<file path="src/rtl/seq_player.sv">
// seq_player: plays back the stored FPGA colour sequence on the four game LEDs.
// Each step shows one nibble of the latched sequence for a level-dependent
// on-time, then a dark gap. A one-cycle done pulse follows the last gap.
//
// Ports:
//   CLOCK_50  in   system clock (rising edge)
//   reset_n   in   asynchronous active-low reset
//   start     in   playback request, sampled only in IDLE
//   abort     in   synchronous cancel, returns to IDLE without done
//   seq[63:0] in   sequence, newest code in bits 63:60
//   round[3:0] in  current round, steps played = round+1
//   level[1:0] in  difficulty, selects on-time
//   leds[3:0] out  LED drive for the current step
//   busy      out  high while showing or in a gap
//   done      out  one-cycle pulse after the last gap
//   step_idx[3:0] out  0-based index of the step being shown
module seq_player #(
  parameter int unsigned TICK_DIV  = 12500000,
  parameter int unsigned GAP_TICKS = 1
) (
  input  logic        CLOCK_50,
  input  logic        reset_n,
  input  logic        start,
  input  logic        abort,
  input  logic [63:0] seq,
  input  logic [3:0]  round,
  input  logic [1:0]  level,
  output logic [3:0]  leds,
  output logic        busy,
  output logic        done,
  output logic [3:0]  step_idx
);

  localparam int unsigned CYC_W     = (TICK_DIV > 1) ? $clog2(TICK_DIV) : 1;
  localparam int unsigned MAX_TICKS = (GAP_TICKS > 4) ? GAP_TICKS : 4;
  localparam int unsigned TICK_W    = $clog2(MAX_TICKS + 1);

  typedef enum logic [1:0] {
    S_IDLE = 2'd0,
    S_SHOW = 2'd1,
    S_GAP  = 2'd2,
    S_DONE = 2'd3
  } state_e;

  state_e              state_q, state_d;
  logic [CYC_W-1:0]    cyc_q, cyc_d;
  logic [TICK_W-1:0]   tick_q, tick_d;
  logic [63:0]         seq_q, seq_d;
  logic [3:0]          round_q, round_d;
  logic [1:0]          level_q, level_d;
  logic [3:0]          leds_q, leds_d;
  logic                busy_q, busy_d;
  logic                done_q, done_d;
  logic [3:0]          step_q, step_d;

  logic                tick_end;
  logic [TICK_W-1:0]   on_last;

  // Selects nibble i of a 64-bit sequence.
  function automatic logic [3:0] nib(input logic [63:0] s, input logic [3:0] i);
    return s[{i, 2'b00} +: 4];
  endfunction

  // Last tick index of the on-time for the latched level.
  always_comb begin
    on_last = '0;
    case (level_q)
      2'b00:   on_last = TICK_W'(3);
      2'b01:   on_last = TICK_W'(1);
      default: on_last = TICK_W'(0);
    endcase
  end

  assign tick_end = (cyc_q == CYC_W'(TICK_DIV - 1));

  // Next-state and output logic.
  always_comb begin
    state_d = state_q;
    cyc_d   = cyc_q;
    tick_d  = tick_q;
    seq_d   = seq_q;
    round_d = round_q;
    level_d = level_q;
    leds_d  = leds_q;
    busy_d  = busy_q;
    done_d  = 1'b0;
    step_d  = step_q;

    case (state_q)
      S_IDLE: begin
        if (start && !abort) begin
          seq_d   = seq;
          round_d = round;
          level_d = level;
          step_d  = 4'd0;
          cyc_d   = '0;
          tick_d  = '0;
          leds_d  = nib(seq, 4'(4'd15 - round));
          busy_d  = 1'b1;
          state_d = S_SHOW;
        end
      end

      S_SHOW: begin
        if (tick_end) begin
          cyc_d  = '0;
          tick_d = tick_q + TICK_W'(1);
        end else begin
          cyc_d  = cyc_q + CYC_W'(1);
        end
        if (tick_end && (tick_q == on_last)) begin
          cyc_d   = '0;
          tick_d  = '0;
          leds_d  = 4'd0;
          state_d = S_GAP;
        end
      end

      S_GAP: begin
        if (tick_end) begin
          cyc_d  = '0;
          tick_d = tick_q + TICK_W'(1);
        end else begin
          cyc_d  = cyc_q + CYC_W'(1);
        end
        if (tick_end && (tick_q == TICK_W'(GAP_TICKS - 1))) begin
          cyc_d  = '0;
          tick_d = '0;
          if (step_q == round_q) begin
            busy_d  = 1'b0;
            done_d  = 1'b1;
            state_d = S_DONE;
          end else begin
            step_d  = step_q + 4'd1;
            leds_d  = nib(seq_q, 4'(4'd15 - round_q + step_q + 4'd1));
            state_d = S_SHOW;
          end
        end
      end

      S_DONE: begin
        state_d = S_IDLE;
      end

      default: begin
        state_d = S_IDLE;
      end
    endcase

    // Abort overrides every other transition outside IDLE.
    if (abort && (state_q != S_IDLE)) begin
      state_d = S_IDLE;
      cyc_d   = '0;
      tick_d  = '0;
      leds_d  = 4'd0;
      busy_d  = 1'b0;
      done_d  = 1'b0;
      step_d  = 4'd0;
    end
  end

  // State and output registers.
  always_ff @(posedge CLOCK_50 or negedge reset_n) begin
    if (!reset_n) begin
      state_q <= S_IDLE;
      cyc_q   <= '0;
      tick_q  <= '0;
      seq_q   <= '0;
      round_q <= '0;
      level_q <= '0;
      leds_q  <= '0;
      busy_q  <= 1'b0;
      done_q  <= 1'b0;
      step_q  <= '0;
    end else begin
      state_q <= state_d;
      cyc_q   <= cyc_d;
      tick_q  <= tick_d;
      seq_q   <= seq_d;
      round_q <= round_d;
      level_q <= level_d;
      leds_q  <= leds_d;
      busy_q  <= busy_d;
      done_q  <= done_d;
      step_q  <= step_d;
    end
  end

  assign leds     = leds_q;
  assign busy     = busy_q;
  assign done     = done_q;
  assign step_idx = step_q;

endmodule

</file>
<file path="config.mk">
export PLATFORM = sky130hd
export DESIGN_NAME = seq_player
export DESIGN_NICKNAME = d
export VERILOG_FILES = /design/src/rtl/seq_player.sv
export SDC_FILE = /design/constraint.sdc
export NUM_CORES = 1
export LEC_CHECK = 0
export CAP_MARGIN = 20
export CORE_MARGIN = 10
export CORE_UTILIZATION = 34
export DETAILED_ROUTE_END_ITERATION = 8
export HOLD_SLACK_MARGIN = 0.06
export SETUP_SLACK_MARGIN = 0.1
export SLEW_MARGIN = 20
export SYNTH_ARGS = -nofsm -noshare
export SYNTH_HDL_FRONTEND = slang
export SYNTH_SLANG_ARGS = --single-unit
</file>
<file path="constraint.sdc">
create_clock -name CLOCK_50 -period 3.83 [get_ports CLOCK_50]
set_input_delay 0.5745 -clock CLOCK_50 [delete_from_list [all_inputs] [get_ports CLOCK_50]]
set_output_delay 0.5745 -clock CLOCK_50 [all_outputs]
set_load 0.005 [all_outputs]
</file>
==> flow_metrics.env, run 1 <==
export IMPL_routed_wl_um=14950
export IMPL_syn2layout_area_growth_pct=21.58
export IMPL_share_comb_of_total_power_pct=45.6
export IMPL_num_antenna_cells=0
export IMPL_maxCapViolations=0
export IMPL_cts_setup_buffers=0
export IMPL_cp_top_family="multiplexers"
export IMPL_slew_viol_final=0
export IMPL_synthTopCellsByCount="109 x dfrtp_1, 72 x mux2_2, 32 x mux4_2"
export IMPL_dpl_cell_count=768
export IMPL_critical_path_startpoint_type="flip-flop"
export IMPL_nets=639
export IMPL_die_w_um=152.9
export IMPL_stdcell_count=783
export IMPL_dp_slack_ps=816.8
export IMPL_setup_slack_ps=859.9
export IMPL_cts_tree="built"
export IMPL_status="completed"
export IMPL_crit_path_end_kind="flip-flop"
export IMPL_synth_area_leaders="dfrtp_1 45%, mux2_2 14%, mux4_2 12%"
export IMPL_grt_setup_unrepaired="false"
export IMPL_met1_usage_pct=16.38
export IMPL_slowest_stage="mux4_2"
export IMPL_postSynthAreaPerCell_um2=12.54
export IMPL_gr_usage_met3_pct=4.854
export IMPL_clock_path_buffers=2
export IMPL_viasPerCell=5.441
export IMPL_period_share_pct=77.55
export IMPL_r2r_cells=10
export IMPL_leakage_nw=2.960
export IMPL_synth_edf_count=0
export IMPL_yosysMostFrequentCell="dfrtp_1"
export IMPL_clock_latency_ps=360
export IMPL_gr_total_overflow=0
export IMPL_cts_sinks=109
export IMPL_antenna_found_initial=0
export IMPL_detail_route_wl_per_cell_um=19.09
export IMPL_ys_types=60
export IMPL_grt_max_degree=87
export IMPL_synth_fp_nets=564
export IMPL_synthCells=479
export IMPL_dr_pass1_iters=4
export IMPL_clkSlewWorstSetupHoldPaths_ps=80
export IMPL_pwr_share_seq_pct=36.4
export IMPL_vias=4260
export IMPL_synth_ff_type="dfrtp_1"
export IMPL_yosysTopAreaCellShare_pct=45.42
export IMPL_final_setup_viol_count=0
export IMPL_port_buffers=83
export IMPL_die_y_um=152.9
export IMPL_grt_pass1_wl_um=24570
export IMPL_async_flop_share_pct=100.0
export IMPL_tns_ps=0
export IMPL_start_util_pct=34.72
export IMPL_synth_seq_cells=109
export IMPL_synth_top_area_cell="dfrtp_1"
export IMPL_max_stage_delay_ps=550
export IMPL_path_depth=10
export IMPL_fp_row_count=48
export IMPL_dr_first_iter_drc_count=206
export IMPL_swShare_pct=34.52
export IMPL_die_area_mm2=0.02338
export IMPL_cp_required_ps=4080
export IMPL_ys_warn_count=0
export IMPL_multi_input_area_mm2=0.003065
export IMPL_clockPowerShare_pct=17.9
export IMPL_finalHoldViolCount=0
export IMPL_path_max_fanout=16
export IMPL_drive_above_1_share_pct=25.09
export IMPL_timing_slew_headroom_pct=42.12
export IMPL_grt_pass1_vias=4606
export IMPL_gp_congestion=0.8443
export IMPL_critical_path_class="reg -> reg"
export IMPL_ir_drop_mv=0.3407
export IMPL_dp_hpwl_um=11330
export IMPL_antenna_left=0
export IMPL_p_int_w=0.003242
export IMPL_grt_busiest_layer="met2"
export IMPL_finalCriticalPeriod_ps=2970
export IMPL_cts_root_buf="clkbuf_16"
export IMPL_seqCellArea_mm2=0.002728
export IMPL_ys_seq_area_share_pct=45.42
export IMPL_syn_cell_area_mm2=0.006006
export IMPL_worstPathArrival_ps=3220
export IMPL_cts_resized=0
export IMPL_switchingPower_w=0.001709
export IMPL_num_io_pins=84
export IMPL_cp_buffers_inverters=3
export IMPL_power_density_mw_per_mm2=678.0
export IMPL_worst_pin_slew_ps=868.3
export IMPL_crit_chain="inv_1, ha_1, inv_1, fa_1, buf_4, mux4_2, mux2_2, nand3b_1, a31oi_1, mux2_2"
export IMPL_htreeDepth=3
export IMPL_skew_ps=10.33
export IMPL_fmax_mhz=336.7
export IMPL_drc=0
export IMPL_hp_class="in -> async"
export IMPL_cts_hold_buffers_added=0
export IMPL_grtUsageMet2_pct=20.37
export IMPL_cts_made_buffers=9
export IMPL_track_usage_pct=12.92
export IMPL_final_fill_count=1629
export IMPL_core_region_area_mm2=0.01730
## metal layers
layer	part of all wire [%]	vias to the layer above	wire, µm
li1	-	1937	-
met1	45	2195	6691
met2	47	118	7048
met3	7.1	10	1064
met4	0.95	0	142
met5	0	-	0
## power by group through the flow
stage	clock network, W	logic [W]	registers (W)
3_3_place_gp	0	0.00223	0.00180
2_1_floorplan	0	0.00178	0.00173
6_report	0.000889	0.00226	0.00180
4_1_cts	0.000916	0.00229	0.00180
3_5_place_dp	0	0.00228	0.00182
5_1_grt	0.000967	0.00247	0.00186
## layout by cell type (no fill, tap or decap), drive strengths merged, types with 2 or more instances in the layout
cell           Yosys  routed
dfrtp            109     109
clkdlybuf4s50      0      82
mux2              72      72
mux4              32      32
nor2              27      27
nand2             23      23
inv               18      20
o21ai             20      20
nand3             17      17
mux2i             15      15
xor2              11      11
ha                10      10
nand4             10      10
clkbuf             9      10
xnor2              9       9
and3               9       9
buf               17       8
a211oi             6       6
a31oi              6       6
nor3               6       6
nor2b              5       5
and4               5       5
a21oi              4       4
nand3b             4       4
o2bb2ai            3       3
o41ai              3       3
o211ai             2       2
o22ai              2       2
nand2b             2       2
and2               2       2
o221ai             2       2
clkinvlp           0       2
nor4               2       2
## registers in the layout, summed over array words and instances, names as in the netlist
| register | count |
|---|---|
| done | 1 |
| cyc_q | 24 |
| seq_q | 64 |
| tick_q | 3 |
| leds | 4 |
| round_q | 4 |
| level_q | 2 |
| state_q | 2 |
| step_idx | 4 |
| busy | 1 |
## per-stage QoR
step / total power, W / area (µm²) / hold WS [ps] / util, %
after floorplan: 0.003514 / 6006 / 278.9 / -
after global placement: 0.004038 / 7023 / 485.6 / 40.60
after detailed placement: 0.004105 / 7023 / 491.0 / 40.60
after CTS: 0.005003 / 7298 / 473.8 / 42.19
after global routing: 0.005290 / 7302 / 344.5 / 42.22
final: 0.004950 / 7302 / 280.4 / 42.22
## layout make-up
| type | instances | share of cell area [%] |
|---|---|---|
| multi-input cells | 326 | 41.98 |
| well taps | 225 | 3.855 |
| clock buffers | 10 | 3.136 |
| flip-flops and latches | 109 | 37.35 |
| inverters | 18 | 0.9253 |
| repair buffers | 90 | 12.11 |
| clock inverters | 5 | 0.6340 |
## logic make-up (layout without fill, tap and decap cells)
kind of cell | after synthesis | in the layout | share of synthesized area, %
compound gates | 58 | 58 | 6.604
xor+xnor | 20 | 20 | 3.042
fa+ha+maj | 11 | 11 | 2.417
mux | 119 | 119 | 28.00
buf+inv | 44 | 123 | 3.542
flops | 109 | 109 | 45.42
simple gates | 118 | 118 | 10.98
## path summary, 6_finish.rpt
kind	startpoint	to	slack, ps
min in group CLOCK_50	seq_q[27]	seq_q[27]	510
min reg2reg	seq_q[27]	seq_q[27]	510
max in group asynchronous	reset_n	seq_q[21]	2710
max	step_idx[0]	leds[3]	860
min	reset_n	step_idx[3]	280
max reg2reg	step_idx[0]	leds[3]	860
(Power assumes the default switching activity.)
==> run 2: changes to the inputs <==
- clock period: 3.83 -> 2.7 ns (I/O delays scaled with it)
==> flow_metrics.env, run 2 (synthesis gave the netlist of run 1 again) <==
export IMPL_multi_input_area_mm2=0.003072
export IMPL_drc=0
export IMPL_grt_setup_unrepaired="true"
export IMPL_dr_pass1_iters=4
export IMPL_routed_wl_um=15420
export IMPL_start_util_pct=34.72
export IMPL_critical_path_class="reg -> reg"
export IMPL_final_common_cell="dfrtp_1"
export IMPL_grt_pass1_wl_um=25300
export IMPL_worstReg2RegStart="step_idx[0]"
export IMPL_track_usage_pct=13.33
export IMPL_r2r_cells=10
export IMPL_grt_max_degree=70
export IMPL_finalCriticalPeriod_ps=2625
export IMPL_core_region_area_mm2=0.01730
export IMPL_cts_made_buffers=9
export IMPL_die_w_um=152.9
export IMPL_mostFrequentLayoutCells="109 x dfrtp_1, 82 x clkdlybuf4s50_1, 72 x mux2_2, 32 x mux4_2, 25 x nor2_1"
export IMPL_gr_total_overflow=0
export IMPL_viasPerCell=5.349
export IMPL_r2r_end="leds[3]"
export IMPL_die_area_mm2=0.02338
export IMPL_tns_ps=0
export IMPL_final_setup_viol_count=0
export IMPL_drive_above_1_share_pct=28.08
export IMPL_dpl_cell_area_mm2=0.007213
export IMPL_rrSetupSlack_ps=80
export IMPL_largest_reg_flops=64
export IMPL_skew_ps=14.81
export IMPL_vias=4290
export IMPL_cts_root_buf="clkbuf_16"
export IMPL_die_y_um=152.9
export IMPL_port_buffers=83
export IMPL_crit_path_end_kind="flip-flop"
export IMPL_fmax_mhz=381.0
export IMPL_timing_slew_headroom_pct=42.70
export IMPL_worst_pin_slew_ps=859.5
export IMPL_gp_congestion=0.8355
export IMPL_path_max_fanout=6
export IMPL_cts_sinks=109
export IMPL_power_total_w=0.007487
export IMPL_clock_latency_ps=360
export IMPL_maxCapViolations=0
export IMPL_detail_route_wl_per_cell_um=19.23
export IMPL_clock_path_buffers=2
export IMPL_num_antenna_cells=0
export IMPL_regMostFlops="seq_q"
export IMPL_num_io_pins=84
export IMPL_syn2layout_area_growth_pct=25.54
export IMPL_grt_pass1_vias=4585
export IMPL_finalHoldViolCount=0
export IMPL_cp_required_ps=2950
export IMPL_antenna_left=0
export IMPL_hp_class="in -> async"
export IMPL_htreeDepth=3
export IMPL_largest_registers="seq_q: 64 flops, cyc_q: 24 flops"
export IMPL_clkSlewWorstSetupHoldPaths_ps=80
export IMPL_status="completed"
export IMPL_period_share_pct=97.21
export IMPL_power_density_mw_per_mm2=993.0
export IMPL_final_area_mm2=0.007540
export IMPL_worstPathArrival_ps=2880
export IMPL_cts_tree="built"
export IMPL_seqCellArea_mm2=0.002728
export IMPL_ir_drop_mv=0.4467
export IMPL_fp_row_count=48
export IMPL_cts_hold_buffers_added=0
export IMPL_cts_setup_buffers=0
export IMPL_critical_path_startpoint_type="flip-flop"
export IMPL_final_fill_count=1592
export IMPL_antenna_found_initial=0
export IMPL_post_route_util_pct=43.59
export IMPL_hold_ws_ps=67.72
export IMPL_nets=657
export IMPL_dr_first_iter_drc_count=219
export IMPL_dp_hpwl_um=11630
export IMPL_slew_viol_final=0
export IMPL_leakage_nw=3.091
## run 2: cell count changes in the layout (fill, tap and decap cells not counted), sizes merged
cell      change
buf          +18
clkinv        +2
clkinvlp      -2
inv           +1
## run 2: report_power, final
group | leakage [nW] | switching, W | internal (W)
registers | 1.36 | 0.000363 | 0.00223
clock network | 0.145 | 0.000667 | 0.000655
logic | 1.58 | 0.00151 | 0.00206
total | 3.09 | 0.00254 | 0.00494
## run 2: layout make-up
class	instances	share of cell area (%)
Clock buffer	10	3.037
Clock inverter	6	0.8463
Tap cell	225	3.734
Timing Repair Buffer	108	14.57
Multi-Input combinational cell	326	40.74
Sequential cell	109	36.18
Inverter	18	0.8961
## run 2: repair_timing
item	CTS	global route
pin swaps	2	4
endpoints found under the setup margin	4	4
resized for setup	3	1
cloned	1	0
## run 2: layer usage
metal	track usage, %	share of wire (%)	up-vias
li1	-	-	1982
met1	17.13	44	2184
met2	20.87	47	116
met3	4.938	7.7	8
met4	3.043	0.82	0
met5	0	0	-
## run 2: metrics by stage
stage / setup slack, ps / std cells
4_1_cts: 42.58 / 802
3_3_place_gp: 102.2 / 785
2_1_floorplan: 123.5 / 479
6_report: 75.46 / 802
5_1_grt: -71.33 / 802
3_5_place_dp: 32.26 / 785
## run 2: worst max-delay path by stage
| stage | startpoint | end | slack [ps] | cells after the start |
|---|---|---|---|---|
| 5_1_grt | step_idx[0] | leds[2] | -70 | 11 |
| 3_5_place_dp | step_idx[0] | leds[2] | 30 | 11 |
| 3_3_place_gp | step_idx[0] | leds[2] | 100 | 11 |
| 2_1_floorplan | step_idx[0] | leds[3] | 120 | 10 |
| 4_1_cts | step_idx[0] | leds[2] | 40 | 11 |
| 6_report | step_idx[0] | leds[3] | 80 | 10 |
## run 2: worst max-delay path, stage by stage (launching register included)
cell and delay, ps:
dfrtp_1 380, inv_1 60, ha_2 170, inv_2 40, fa_1 520, buf_12 150, mux4_2 500, mux2_2 270
nand3b_1 80, a31oi_1 80, mux2_2 280
==> variant: new RTL, flow settings as in run 1 <==
Register the output `step_idx` once more, cleared by the reset; this adds one clock of latency there. The other outputs are not delayed to match.
--- a/src/rtl/seq_player.sv
+++ b/src/rtl/seq_player.sv
@@ -190,5 +190,11 @@
   assign busy     = busy_q;
   assign done     = done_q;
-  assign step_idx = step_q;
+  always_ff @(posedge CLOCK_50 or negedge reset_n) begin
+    if (!reset_n) begin
+      step_idx <= '0;
+    end else begin
+      step_idx <= step_q;
+    end
+  end
 
 endmodule
Function: no difference found for any inputs over 10 cycles, from zero or initial values and one cycle with reset_n low; that may be too few to reach the edited logic, so the function may still have changed.
==> variant against run 1 <==
- setup slack lost 0.040 ns
- synthesized cell count shrank 1.0%
- synthesized area shrank 0.29%
- routed wire length grew 5.5%
- power grew 16%
- clock power grew 75%
- sequential share of layout area shrank 0.49 points
- die area shrank 0.25%
- utilization grew 2.1 points
- hold slack lost 0.13 ns
- cell area grew 5.1%
- sequential cell count grew 4
- critical path type unchanged
==> variant: results (changes against run 1) <==
[detailed_routing]
dr.pass1.iters = 6  ; +2
dr_wl_met2_um = 7691  ; +9.1%
wl_per_cell_um = 19.72  ; +3.3%
top_layer_used = met4
routed_wl_um = 15780  ; +5.5%
met3_length_um = 834  ; -22%
drt_iter0_markers = 303  ; +47%
via_per_inst = 5.268  ; -3.2%
wl_met1_um = 7134  ; +6.6%

[synthesis]
synthXorXnorAreaFrac_pct = 3.364  ; +0.32 points
synth_area_leaders = dfrtp_1 47%, mux2_2 14%, mux4_2 12%
syn-num-nets = 559  ; -0.89%
synth_mux_area_share_pct = 27.75  ; -0.25 points
ys_top_cells_by_count = 113 x dfrtp_1, 72 x mux2_2, 34 x nor2_1, 32 x mux4_2, 25 x nand2_1
synth_cell_type_count = 50  ; -17%
synth_compound_area_share_pct = 6.226  ; -0.38 points
syn-instance-count = 474  ; -1.0%
synthAdderAreaFrac_pct = 2.424  ; +0.0071 points
ys_seq_area_share_pct = 47.22  ; +1.8 points
synth_warnings = 0  ; unchanged

[placed_design]
routabilityCongestion = 0.8020  ; -5.0%
dp_slack_ns = 0.8011  ; -0.01571 ns
placed_area_mm2 = 0.007091  ; +0.96%
io_buffers = 83  ; unchanged
hpwlAfterDp_um = 11770  ; +3.9%
dp.cells = 767  ; -0.13%

[grt]
grt_pass1_wl_um = 26050  ; +6.0%
grt_pass1_vias = 4632  ; +0.56%
grt_max_degree = 71  ; -18%
grt_usage_pct = 13.88  ; +0.96 points
grt_util_met3_pct = 5.165  ; +0.31 points
grtUsageMet1_pct = 17.44  ; +1.1 points
global_route.usage.met2_pct = 22.06  ; +1.7 points

[clocking]
cts.clk_slew.worst_paths_ns = 0.06  ; -0.02 ns
clockRootBuffer = clkbuf_16
htreeDepth = 4  ; +1
insertion_delay_ns = 0.42  ; +0.06 ns
cts_buffers = 17  ; +8
post-cts-setup-buffer-count = 0  ; unchanged

[setup_path]
cp-startpoint = step_q[0]
crit_arrival_ns = 3.31  ; +0.09 ns
crit_family = multiplexers
cpPeakStageDelay_ns = 0.55  ; about the same
rrSetupSlack_ns = 0.82  ; -0.04 ns
path_class = flop to flop

[power_and_ir_drop]
p_int_w = 0.003839  ; +18%
powerComb_w = 0.00232  ; +3%
total_leakage_power_nw = 3.198  ; +8.1%
pwr-share-comb_pct = 40.5  ; -5.1 points
ir_worst_vdd_mv = 0.4662  ; +37%
p_clk_w = 0.00156  ; +75%

[finish]
nets = 646  ; +1.1%
final.fill_count = 1594  ; -2.1%
drive_above_1_share_pct = 27.53  ; +2.4 points

[sta]
relSlewSlack_pct = 40.92  ; -1.2 points
fin_worst_skew_ns = 0.01133  ; +0.001002 ns
max_clock_freq_mhz = 332.2  ; -1.3%
timing.hold.ws_ns = 0.1505  ; -0.1299 ns

[hold_path]
min_path_type = primary input to async pin

[outcome]
outcome = completed

==> variant: cell types whose count changed after synthesis, moves of 4 or more <==
| cell | delta |
|---|---|
| inv_1 | -6 |
| a22o_1 | +6 |
| o21ai_1 | -5 |
| a31o_2 | +4 |
| xor2_1 | +6 |
| and3_1 | -5 |
| a211oi_1 | -6 |
| nor2_1 | +9 |
| buf_1 | -7 |
| clkbuf_1 | +13 |
| buf_2 | -4 |
| a22oi_1 | +4 |
| dfrtp_1 | +4 |
==> variant: final cells by class <==
| type | instances | area [µm²] | share of cell area, % |
|---|---|---|---|
| multi-input combinational | 325 | 3028 | 39.47 |
| sequential | 113 | 2828 | 36.86 |
| timing repair buffer | 92 | 908.4 | 11.84 |
| clock buffer | 19 | 442.9 | 5.774 |
| tap | 225 | 281.5 | 3.670 |
| clock inverter | 13 | 135.1 | 1.762 |
| inverter | 12 | 45.04 | 0.5872 |
| antenna | 1 | 2.502 | 0.03262 |
